### src/rtl/pakin_chk_pkg.sv
// ---------------------------------------------------------------------------
// pakin_chk_pkg
//
// Shared definitions for the message-channel sink/checker (pakin_chk):
//   - message field sizes used as the default widths of the channel
//   - on/off levels for handshake wires
//   - checker FSM state encoding
//   - bit positions inside the 3-bit error-kind vector
//   - the destination stepping rule shared with the packet sources
//
// No ports: this is a package imported with import pakin_chk_pkg::*.
// ---------------------------------------------------------------------------
package pakin_chk_pkg;

    // Handshake levels
    localparam logic NS_ON  = 1'b1;
    localparam logic NS_OFF = 1'b0;

    // Default message field sizes
    localparam int NS_ADDRESS_SIZE = 6;
    localparam int NS_DATA_SIZE    = 8;
    localparam int NS_REDUN_SIZE   = 4;

    // Error-kind vector layout: {redun, dst, dat}
    localparam int NS_CHK_KIND_W    = 3;
    localparam int NS_CHK_BIT_REDUN = 2;
    localparam int NS_CHK_BIT_DST   = 1;
    localparam int NS_CHK_BIT_DAT   = 0;

    // Value shown on the "last data" output before any message arrives,
    // so the LEDs are visibly lit after reset.
    localparam int unsigned NS_CHK_RST_CK_DAT = 15;

    // Checker FSM states
    typedef enum logic [1:0] {
        NS_CHK_IDLE  = 2'd0,
        NS_CHK_CHECK = 2'd1,
        NS_CHK_HOLD  = 2'd2,
        NS_CHK_ACK   = 2'd3
    } ns_chk_state_t;

    // Destination stepping rule of the packet sources: walk upward through
    // [min_addr, max_addr] and wrap back to min_addr.
    function automatic int unsigned ns_chk_nxt_addr(
        input int unsigned adr,
        input int unsigned min_addr,
        input int unsigned max_addr
    );
        return (adr >= max_addr) ? min_addr : adr + 1;
    endfunction

endpackage

### src/rtl/pakin_chk_calc_redun.sv
// ---------------------------------------------------------------------------
// calc_redun
//
// Redundancy field generator shared by the packet sources and the checker.
// The message fields are concatenated as {src, dst, dat} (dat in the LSBs)
// and folded into RSZ bits: output bit j is the parity of every
// concatenated bit whose position is congruent to j modulo RSZ.
//
// Ports:
//   src  in  ASZ  message source address
//   dst  in  ASZ  message destination address
//   dat  in  DSZ  message data
//   red  out RSZ  redundancy computed from the three fields (combinational)
// ---------------------------------------------------------------------------
module calc_redun
    import pakin_chk_pkg::*;
#(
    parameter int ASZ = NS_ADDRESS_SIZE,
    parameter int DSZ = NS_DATA_SIZE,
    parameter int RSZ = NS_REDUN_SIZE
) (
    input  logic [ASZ-1:0] src,
    input  logic [ASZ-1:0] dst,
    input  logic [DSZ-1:0] dat,
    output logic [RSZ-1:0] red
);

    localparam int TW = 2 * ASZ + DSZ;

    logic [TW-1:0] fields;

    // Parity fold of the concatenated fields into RSZ columns.
    always_comb begin
        fields = {src, dst, dat};
        red    = '0;
        for (int j = 0; j < RSZ; j++) begin
            for (int k = j; k < TW; k += RSZ) begin
                red[j] = red[j] ^ fields[k];
            end
        end
    end

endmodule

### config.mk
export PLATFORM = sky130hd
export DESIGN_NAME = calc_redun
export DESIGN_NICKNAME = d
export VERILOG_FILES = /design/src/rtl/pakin_chk_pkg.sv /design/src/rtl/pakin_chk_calc_redun.sv
export SDC_FILE = /design/constraint.sdc
export NUM_CORES = 1
export LEC_CHECK = 0
export ABC_CLOCK_PERIOD_IN_PS = 800
export BUFFER_PORTS_ARGS = -buffer_cell sky130_fd_sc_hd__clkbuf_2
export CAP_MARGIN = 20
export CORE_AREA = 2 2 39 41
export DETAILED_ROUTE_END_ITERATION = 10
export DIE_AREA = 0 0 41 43
export GPL_ROUTABILITY_DRIVEN = 0
export GPL_TIMING_DRIVEN = 0
export PLACE_DENSITY = 0.47
export SYNTH_ARGS = -nofsm -noshare
export SYNTH_HDL_FRONTEND = slang
export SYNTH_SLANG_ARGS = --single-unit
### constraint.sdc
create_clock -name vclk -period 0.8
set_input_delay 0.08 -clock vclk [all_inputs]
set_output_delay 0.08 -clock vclk [all_outputs]
set_load 0.02 [all_outputs]
After elaboration in Yosys (flattened, before gate mapping)
Cells that the tools add are included.
{ "totals": {"reg_bits": 0, "latchBits": 0, "ram_bits": 0, "mem_bits_ro": 0, "out_inout_bits": 4, "elab_cells": 16, "memories": 0} }
{ "classes": {"add_sub_neg": 0, "mul": 0, "n_div": 0, "n_lt_le_gt_ge": 0, "n_eq_ne": 0, "shift": 0, "muxes": 0, "bitwise_logic": 16, "reduce_logical": 0} }
{ "ops": {"columns": ["op", "count"], "rows": [
  ["$xor 1x1->1", 16]
]} }

Logic depth before layout (Yosys ltp)
Gate-level depths: netlist (run 1).
{ "depth": {"ltp_word": 4, "mapped_depth": 2, "mapped_depth_nobuf": 2} }

Least setup slack after synthesis (run 1)
Ideal clock, no wire load.
{ "synth_path": {"path_type": "input to output", "start": "input dat[4]", "end": "output red[0]", "arrival_ns": 0.844, "setup_slack_ns": -0.124, "cell_stages": 2, "n_path_buf": 0, "cell_sequence": "xnor3_1 -> xnor2_1"} }
{ "synth_via": {"elab_chain_cells": 4} }
{ "synth_lines": {"columns": ["item", "line_no", "source"], "rows": [
  ["from (decl)", "pakin_chk_calc_redun.sv:24", "input logic [DSZ-1:0] dat,"],
  ["$xor 1x1->1 (4 in a row)", "pakin_chk_calc_redun.sv:38", "red[j] = red[j] ^ fields[k];"],
  ["to (decl)", "pakin_chk_calc_redun.sv:25", "output logic [RSZ-1:0] red"]
]} }
Every way passes these cells.

Worst setup path in the final report (run 1)
{ "layout_path": {"start": "input dst[3]", "end": "output red[3]"} }
{ "layout_via": {"elab_chain_cells": 3} }
{ "layout_lines": {"columns": ["item", "line_no", "source"], "rows": [
  ["from (decl)", "pakin_chk_calc_redun.sv:23", "input logic [ASZ-1:0] dst,"],
  ["$xor 1x1->1 (3 in a row)", "pakin_chk_calc_redun.sv:38", null]
]} }
Every way passes these cells.

==> run summary, run 1 <==
Initial Utilization = 0.116
Final nets = 58
Max Clock Freq = 1.02 GHz
Final WS setup = -0.176 ns
FP Rows = 14
Setup tns final = -0.613 ns
Die Ht = 43 microns
Vias in the first global route = 122
Tmin final = 0.976 ns
Drt via density = 3.13
Layout cells sized above 1 = 0.778
Worst Tran Pin Value = 0.260 ns
Worst path required time = 0.72 ns
FFs & Latches = 0
ANT nets after route = 0
Area leader, netlist = xnor3_1
CP Depth = 4
Total die area = 1760 sq um
Synth warn = 0
Setup Crit Path Kind = in2out
Global-route wire length before repair = 483 microns
CP delay by family, top = XOR/XNOR gates
Finish-stage setup viols = 4
DR vias = 163
Power Density = 1110 nW/um^2
Synth Instances = 12
Top post-synthesis cells by count = xnor2_1, xnor3_1, xor2_1
Placed Instances = 52
Crit path from = dst[3]
Mean Syn Cell Area = 13.3 sq um
Tightest Hold Check Type = in2out
Gr usage total = 0.0361
IO Pins = 24
RSZ-0062 raised after global routing = yes
Fin. Hold Viols = 0
N_diodes = 0
Wirelength per Cell = 7.42 microns
Cell Count, Final, Fillers Out = 52
Largest net degree at the start of global routing = 2
Count of cell types in the netlist = 3
Worst setup endpoint = red[3]
Critical path's slowest cell = xnor3_1
Crit path launch type = primary input
Worst path cell trace = buf_6 > xnor3_1 > xnor2_2 > buf_4
Area grow syn2layout = 136%
Peak supply drop = 0.391 mV
Storage cell area = 0 sq um
Final period utilization = 1.22
Drt pass-1 iters = 1
Die Wd = 41 microns
CP arrival = 0.90 ns
Port bufs = 24
# DRC = 0
Top cell type's share of synthesized area = 0.563
WP buf/inv = 2
Type of destination of the critical path = output port
Worst hold stages = 4
1st-iter DRT viols = 0
Initial antenna violation count = 0
Failing checks = negative setup slack
Outcome = complete, but fails checks
DRT Wirelength = 386 microns
Top post-synthesis cells by area = xnor3_1, xnor2_1, xor2_1
Worst relative slew slack = 0.826
MaxCap Viol Count = 0
Grt total ovfl = 0
Crit-path max FO = 1
P_leak = 0.226 nW
Seq/Total Area, Yosys = 0
Syn_nets = 32
Final Max Slew Viols = 0
Core Box Area = 1380 sq um
Synth Cell Area = 160 sq um
Largest stage delay on the critical path = 0.42 ns
Clock buf count = 0
==> worst min-delay path, stage by stage <==
cell	delay, ns
clkbuf_2	0.08
xor2_1	0.08
xnor2_2	0.13
buf_4	0.13
==> what timing repair did <==
item | in CTS | in global routing
gates resized for setup | 7 | 4
buffers inserted | 0 | 0
pin swaps | 1 | 4
hold endpoints to repair | 0 | 0
hold buffers | 0 | 0
setup endpoints to repair | 4 | 4
==> metrics by stage <==
| stage | worst slack, ns | utilization | power [W] | instance area, sq um | hold slack, ns |
|---|---|---|---|---|---|
| after detailed placement | -0.164 | 0.239 | 0.000344 | 330 | 0.606 |
| after floorplan | -0.0267 | - | 0.000236 | 190 | 0.416 |
| after CTS | -0.176 | 0.259 | 0.000414 | 359 | 0.615 |
| after global placement | -0.165 | 0.239 | 0.000342 | 330 | 0.602 |
| after global routing | -0.194 | 0.273 | 0.000444 | 378 | 0.596 |
| final | -0.176 | 0.273 | 0.000421 | 378 | 0.579 |
==> where the power goes <==
group          internal, W  switching, W
Sequential               0             0
Clock                    0             0
Combinational     0.000259      0.000162
Total             0.000259      0.000162
==> worst min-delay path by stage <==
stage	startpoint	endpoint
6_report	src[5]	red[3]
5_1_grt	src[5]	red[3]
4_1_cts	src[4]	red[2]
3_5_place_dp	src[5]	red[3]
3_3_place_gp	src[5]	red[3]
2_1_floorplan	src[2]	red[0]
==> logic make-up (layout without fill, tap and decap cells) <==
group     count (synthesis)  after routing  synth area share
xor+xnor                 12             12              1.00
buf+inv                   0             24                 0
==> area by class of cell <==
class,count,area [sq um]
fill,151,1010
timing repair buffer,24,168
tap,16,20.0
multi-input combinational,12,190
==> layout by cell type, fill, tap and decap left out <==
cell      Yosys  final
buf_4         0      1
clkbuf_2      0     17
xor2_1        4      4
xnor3_1       4      4
xnor2_2       0      4
buf_6         0      3
clkbuf_8      0      3
==> metal layers <==
layer  up-vias  share of wire  global-route usage
met5         -              0                   0
met4         0              0                   0
met2        19           0.35              0.0531
met3         0           0.24             0.00524
li1         88              -                   -
met1        56           0.41              0.0577
Power figures use the tool's default switching activity.
==> run 2: changes to the inputs <==
CELL_PAD_IN_SITES_DETAIL_PLACEMENT = 1   (was default)
CELL_PAD_IN_SITES_GLOBAL_PLACEMENT = 1   (was default)
PLACE_DENSITY = 0.64   (was 0.47)
TNS_END_PERCENT = 20   (was default)
==> run summary, run 2 (same netlist as run 1, synthesis figures left out) <==
Outcome = complete, but fails checks (unchanged)
Failing checks = negative setup slack (unchanged)
Drt via density = 3.38 (was 3.13)
Wirelength per Cell = 9.85 microns (was 7.42 microns)
Crit path launch type = primary input (unchanged)
DR vias = 176 (was 163)
Final period utilization = 1.22 (about the same)
Finish-stage setup viols = 4 (unchanged)
Worst relative slew slack = 0.819 (was 0.826)
Type of destination of the critical path = output port (unchanged)
Seq pwr share = 0 (about the same)
P_leak = 0.222 nW (was 0.226 nW)
Tmin final = 0.975 ns (was 0.976 ns)
FFs & Latches = 0 (unchanged)
Worst Tran Pin Value = 0.271 ns (was 0.260 ns)
# DRC = 0 (unchanged)
Hold buffers post-CTS = 0 (unchanged)
Vias in the first global route = 177 (was 122)
Max Clock Freq = 1.03 GHz (was 1.02 GHz)
FP Rows = 14 (unchanged)
Util after Layout = 0.264 (was 0.273)
Total Power = 0.000421 W (about the same)
Tightest Hold Check Type = in2out (unchanged)
RSZ-0062 raised after global routing = yes (unchanged)
Die Wd = 41 microns (unchanged)
Power Density = 1150 nW/um^2 (was 1110 nW/um^2)
CP arrival = 0.89 ns (was 0.90 ns)
1st-iter DRT viols = 0 (unchanged)
DRT Wirelength = 512 microns (was 386 microns)
P_int = 0.000253 W (was 0.000259 W)
Final Max Slew Viols = 0 (unchanged)
Core Box Area = 1380 sq um (unchanged)
Final nets = 58 (unchanged)
Grt total ovfl = 0 (unchanged)
Die Ht = 43 microns (unchanged)
Clock buf count = 0 (unchanged)
Worst hold stages = 4 (unchanged)
Setup tns final = -0.622 ns (was -0.613 ns)
Initial Utilization = 0.116 (unchanged)
Hold path startpoint = src[2] (was src[5])
Layout cells sized above 1 = 0.778 (unchanged)
Area grow syn2layout = 128% (was 136%)
Most frequent cells in the layout = clkbuf_2, xor2_1, xnor3_1, xnor2_2, clkbuf_8 (was clkbuf_2, xor2_1, xnor3_1, xnor2_2)
MaxCap Viol Count = 0 (unchanged)
Commonest non-fill, non-tap cell in the layout = clkbuf_2 (unchanged)
Peak supply drop = 0.274 mV (was 0.391 mV)
Worst path required time = 0.72 ns (about the same)
N_diodes = 0 (unchanged)
P_sw = 0.000167 W (was 0.000162 W)
Switching share of power = 0.398 (was 0.385)
Gr usage total = 0.0575 (was 0.0361)
Final WS setup = -0.175 ns (was -0.176 ns)
Hold Slack = 0.608 ns (was 0.579 ns)
Cell Area, Placed = 330 sq um (unchanged)
Total die area = 1760 sq um (unchanged)
IO Pins = 24 (unchanged)
Initial antenna violation count = 0 (unchanged)
Comb pwr share = 1.000 (about the same)
Crit-path max FO = 1 (unchanged)
Port bufs = 24 (unchanged)
Endpoint, Worst Hold = red[0] (was red[3])
Storage cell area = 0 sq um (unchanged)
Largest net degree at the start of global routing = 2 (unchanged)
Drt pass-1 iters = 1 (unchanged)
Setup Buffers After CTS = 0 (unchanged)
Fin. Hold Viols = 0 (unchanged)
ANT nets after route = 0 (unchanged)
Global-route wire length before repair = 717 microns (was 483 microns)
Setup Crit Path Kind = in2out (unchanged)
Clock power frac = 0 (about the same)
Finished Cell Area = 365 sq um (was 378 sq um)
run 2: changes by cell type in the layout (fill, tap and decap cells not counted), sizes merged:
cell,change
buf,-2
clkbuf,+2
run 2: critical path: stages:
cell	delay (ns)
clkbuf_2	0.08
xnor3_1	0.41
xnor2_2	0.16
clkbuf_8	0.17
run 2: power by group through the flow:
| stage | Sequential [W] | Combinational [W] | Clock [W] |
|---|---|---|---|
| final | 0 | 0.000421 | 0 |
| after global routing | 0 | 0.000449 | 0 |
| after CTS | 0 | 0.000420 | 0 |
| after detailed placement | 0 | 0.000357 | 0 |
| after global placement | 0 | 0.000349 | 0 |
| after floorplan | 0 | 0.000236 | 0 |
run 2: worst max path at each step:
stage	start	end	slack, ns	depth (start not counted)
5_1_grt	dat[7]	red[3]	-0.21	4
6_report	dat[7]	red[3]	-0.17	4
3_3_place_gp	dat[7]	red[3]	-0.18	4
4_1_cts	dat[7]	red[3]	-0.20	4
2_1_floorplan	dat[4]	red[0]	-0.03	2
3_5_place_dp	dat[5]	red[1]	-0.21	4
run 2: final cells by class:
| class | count | area, sq um |
|---|---|---|
| fillers | 161 | 1020 |
| multi-input cells | 12 | 190 |
| well taps | 16 | 20.0 |
| repair buffers | 24 | 155 |
run 2: repair_timing:
item / in CTS / in global routing
resized for setup: 6 / 3
pin swaps: 1 / 0
setup endpoints to repair: 4 / 4
run 2: layer usage:
metal,vias up,GRT usage,part of all wire
met5,-,0,0
met4,0,0,0
met3,0,0.0262,0.26
met2,24,0.0750,0.32
met1,64,0.0912,0.42
li1,88,-,-
run 2: metrics by stage:
step	setup slack (ns)	cells
after CTS	-0.198	52
final	-0.175	52
after detailed placement	-0.206	52
after global placement	-0.183	52
after global routing	-0.210	52
after floorplan	-0.0267	12
